### src/rtl/cordic_gain_seq.sv
// cordic_gain_seq: sequential shift-add multiply of a signed 8-bit sample by
// the CORDIC gain K (GAIN in Q1.7, default 211/128 = 1.6484), one gain bit
// per clock, with valid/ready handshakes on both sides and symmetric
// saturation to +/-127.
// Optional feature macro: CORDIC_GAIN_ROUND_EN (round half up on the
// magnitude instead of truncating toward zero).
module cordic_gain_seq #(
  parameter logic [7:0] GAIN = 8'd211
) (
  input  logic       clk,
  input  logic       rst,
  input  logic       in_valid,
  output logic       in_ready,
  input  logic [7:0] in_data,
  output logic       out_valid,
  input  logic       out_ready,
  output logic [7:0] out_data,
  output logic       out_sat
);

  typedef enum logic [1:0] {IDLE, MUL, OUT} state_t;

  state_t      state_q, state_d;
  logic        sign_q;
  logic [7:0]  mag_q;
  logic [15:0] acc_q;
  logic [3:0]  cnt_q;
  logic [7:0]  outData_q;
  logic        outSat_q;

  logic [15:0] addend;
  logic [15:0] accAdj;
  logic [15:0] shifted;
  logic        resSat;
  logic [7:0]  resMag;
  logic [7:0]  resData;
  logic [7:0]  inMag;

  // State register; reset aborts any in-flight sample back to IDLE.
  always_ff @(posedge clk or posedge rst) begin
    if (rst) state_q <= IDLE;
    else     state_q <= state_d;
  end

  // Next state: accept in IDLE, iterate 8 gain bits plus one result-load
  // cycle in MUL, wait for the downstream handshake in OUT.
  always_comb begin
    state_d = state_q;
    case (state_q)
      IDLE:    if (in_valid) state_d = MUL;
      MUL:     if (cnt_q == 4'd8) state_d = OUT;
      OUT:     if (out_ready) state_d = IDLE;
      default: state_d = IDLE;
    endcase
  end

  // Handshake outputs; in_ready is forced low while reset is held.
  always_comb begin
    in_ready  = (state_q == IDLE) && !rst;
    out_valid = (state_q == OUT);
  end

  // Magnitude of the incoming sample; -128 maps to 128 in 8 unsigned bits.
  always_comb begin
    inMag = in_data[7] ? (~in_data + 8'd1) : in_data;
  end

  // Partial product for the current gain bit and the final scaled result.
  always_comb begin
    addend = {8'd0, mag_q} << cnt_q[2:0];
`ifdef CORDIC_GAIN_ROUND_EN
    accAdj = acc_q + 16'd64;
`else
    accAdj = acc_q;
`endif
    shifted = accAdj >> 7;
    resSat  = (shifted > 16'd127);
    resMag  = resSat ? 8'd127 : {1'b0, shifted[6:0]};
    resData = sign_q ? (~resMag + 8'd1) : resMag;
  end

  // Datapath: latch the sample, accumulate one gain bit per cycle, then
  // load the held output register when the eight iterations are done.
  always_ff @(posedge clk or posedge rst) begin
    if (rst) begin
      sign_q    <= 1'b0;
      mag_q     <= 8'd0;
      acc_q     <= 16'd0;
      cnt_q     <= 4'd0;
      outData_q <= 8'd0;
      outSat_q  <= 1'b0;
    end else begin
      case (state_q)
        IDLE: begin
          if (in_valid) begin
            sign_q <= in_data[7];
            mag_q  <= inMag;
            acc_q  <= 16'd0;
            cnt_q  <= 4'd0;
          end
        end
        MUL: begin
          if (!cnt_q[3]) begin
            if (GAIN[cnt_q[2:0]]) acc_q <= acc_q + addend;
            cnt_q <= cnt_q + 4'd1;
          end else begin
            outData_q <= resData;
            outSat_q  <= resSat;
          end
        end
        default: ;
      endcase
    end
  end

  assign out_data = outData_q;
  assign out_sat  = outSat_q;

endmodule

### config.mk
export PLATFORM = sky130hd
export DESIGN_NAME = cordic_gain_seq
export DESIGN_NICKNAME = d
export VERILOG_FILES = /design/src/rtl/cordic_gain_seq.sv
export SDC_FILE = /design/constraint.sdc
export NUM_CORES = 1
export LEC_CHECK = 0
export ABC_AREA = 1
export BUFFER_PORTS_ARGS = -buffer_cell sky130_fd_sc_hd__buf_4
export CORE_UTILIZATION = 30
export DETAILED_ROUTE_END_ITERATION = 16
export GPL_TIMING_DRIVEN = 1
export MAX_ROUTING_LAYER = met4
export SLEW_MARGIN = 20
export SYNTH_ARGS = -nofsm -noshare
export SYNTH_HDL_FRONTEND = slang
export SYNTH_SLANG_ARGS = --single-unit
### constraint.sdc
create_clock -name clk -period 2.9 [get_ports clk]
set_input_delay 0.58 -clock clk [delete_from_list [all_inputs] [get_ports clk]]
set_output_delay 0.58 -clock clk [all_outputs]
set_load 0.02 [all_outputs]
==> impl_metrics.toml <==
[routing]
drc = 0
vias = 2889
routedWlPerCell_um = 11.9
first_pass_iters = 4
viasPerCell = 4.74
ant_nets = 0
drt_iter0_drc = 134
finalWirelength_mm = 7.28

[floorplan]
initial_core_util_pct = 31.3
die_area_um2 = 10700
ios = 23
die_w_um = 103
die_h_um = 103
rows = 36
core_um2 = 9860

[setup_path]
crit_path_start_kind = "flip-flop"
worstSetupEndpointType = "flip-flop"
rr_worst_depth = 12
worst_ep_arrival_time_ns = 2.86
crit_path_max_fanout = 15
critPathKind = "reg -> reg"
cp_data_required_time_ns = 3.09

[sta]
relSlewSlack_pct = 64.3
hold_violations = 0
max_clock_freq_mhz = 375
rsz0062_at_grt = "no"
min_period_ns = 2.67
fin_crit_sh_pct = 92.0
setup_violations = 0
setup_tns_ns = 0
timing.final.max_slew_violations = 0
worstMarginPinSlew_ns = 0.536
skew_ns = 0.0102

[clock_tree]
cts_tree = "done"
cts.reportedPaths.clkPinSlew_ns = 0.08
cts_sinks = 40
cts_buffers = 5
cts_max_path_buffers = 2
clockRootBuffer = "clkbuf_8"
ctsHtreeMaxLevel = 2
clock_latency_ns = 0.31

[yosys]
ys.flop_type = "dfrtp_1"
synthArstFlopShare_pct = 100
synth_top_area_cell = "dfrtp_1"
yosysWarnings = 0
syn_inst = 454
synth_edf_count = 0
syn_area_per_cell_um2 = 6.79
synth_nets = 487
ys_top_cells_by_area = "dfrtp_1 (32%), nand2_1 (18%), ha_1 (8.1%)"
synth_top_area_share_pct = 32.5
ys_ff_latch = 40
synth_cell_types = 38
ys_seq_area_share_pct = 32.5
syn_area_um2 = 3080

[pwr]
p_sw_mw = 2.12
p_per_area_nw_per_um2 = 1200
pwr-share-comb_pct = 61.6
vdd_drop_max_mv = 0.366
p_clk_share_pct = 15.3
static-leakage-power_nw = 1.90
swShare_pct = 49.8
internal_power_mw = 2.14
seqPwrFrac_pct = 23.1

[finish]
fill_cells = 1037
layout_commonest_cell = "nand2_1"
syn_to_final_growth_pct = 15.0
final_nets = 509
drive_gt1_share_pct = 11.5
diodes = 0
utilization_pct = 35.9
layout_common_cells = "nand2_1 (148), inv_1 (57), dfrtp_1 (40), nor2_1 (38), o21ai_0 (33)"

[global_routing]
grt_usage_pct = 14.9
grt_pass1_vias = 2549
grt_antenna_before_repair = 0
grt_max_degree = 41
grt_overflow = 0
grt_pass1_wl_mm = 11.9

[status]
status = "finished, final reports clean"

[placement]
numPortBuffers = 22
hpwl_mm = 5.68
routabilityCongestion = 0.941

[hold_path]
hold_class = "in -> async"

[job]
maxCapViolations = 0
## path summary, 6_finish.rpt
path | startpoint | end | slack (ns)
worst max-delay path | cnt_q[0]$_DFFE_PP0P_ | accAdj[12]$_DFFE_PP0P_ | 0.23
worst min-delay path | rst | state_q[1]$_DFFE_PP0P_ | 0.42
worst max register to register | cnt_q[0]$_DFFE_PP0P_ | accAdj[12]$_DFFE_PP0P_ | 0.23
worst min register to register | out_data[6]$_DFFE_PP0P_ | out_data[6]$_DFFE_PP0P_ | 0.48
max in group asynchronous | rst | accAdj[6]$_DFFE_PP0P_ | 2.11
min in group clk | out_ready | state_q[1]$_DFFE_PP0P_ | 0.46
## final cells by class
type	count	area, um2	share of cell area [%]
Timing Repair Buffer	24	180	5.08
Clock inverter	3	90.1	2.54
Tap cell	133	166	4.69
Sequential cell	40	1000	28.2
Multi-Input combinational cell	341	1800	50.7
Clock buffer	5	68.8	1.94
Inverter	64	241	6.81
## cells in the mapped netlist, drive strengths merged (5+ instances only)
cell type,count
nand2,157
inv,62
o21ai,42
nor2,41
dfrtp,40
nand3,28
ha,20
a21oi,11
buf,5
o22ai,5
xnor2,5
xor2,5
## power by group through the flow
stage	clock network (mW)	logic (mW)	registers [mW]
after floorplan	0	2.01	0.973
after global placement	0	2.59	0.989
after detailed placement	0	2.62	0.991
after CTS	0.661	2.62	0.983
after global routing	0.684	3.01	1.01
final	0.651	2.62	0.983
## kinds of logic after synthesis
kind of cell	count (synthesis)	synth area share [%]
xor+xnor	10	2.84
fa+ha+maj	21	8.77
buf+inv	73	9.33
simple gates	239	32.9
flops	40	32.5
mux	4	1.30
compound gates	67	12.4
## worst max-delay path: stages, from the launching register on
cell	delay (ns)
dfrtp_1	0.38
buf_4	0.18
o21ai_0	0.26
nand2_1	0.11
nor2_1	0.17
inv_1	0.09
fa_1	0.45
o21ai_0	0.44
nand3_1	0.16
nand3_1	0.11
nand2_1	0.05
nand3_1	0.09
nand2_1	0.06
## metrics by stage
stage / hold slack (ns) / total power, mW / setup slack, ns / area [um2] / cells
2_1_floorplan: 0.453 / 2.99 / 0.580 / 3080 / 454
3_5_place_dp: 0.467 / 3.61 / 0.303 / 3380 / 602
4_1_cts: 0.436 / 4.27 / 0.304 / 3540 / 610
6_report: 0.420 / 4.26 / 0.233 / 3540 / 610
3_3_place_gp: 0.466 / 3.58 / 0.344 / 3380 / 602
5_1_grt: 0.445 / 4.70 / 0.0305 / 3540 / 610
## sequential cells by signal, summed over array words and instances (netlist names)
signal,flops
out_data,8
state_q,2
cnt_q,4
accAdj,16
mag_q,8
out_sat,1
sign_q,1
## routing by layer
metal,GRT usage [%],routed length [um],vias to the layer above
li1,-,-,1498
met1,19.4,3580,1320
met2,23.0,3250,56
met3,3.43,304,15
met4,4.12,142,0
met5,-,0,-
## what timing repair did
item / 4_1_cts / 5_1_grt
hold buffers: 0 / 0
buffers inserted: 0 / 0
resized for setup: 0 / 3
setup endpoints to repair: 0 / 1
(Power assumes the default switching activity.)
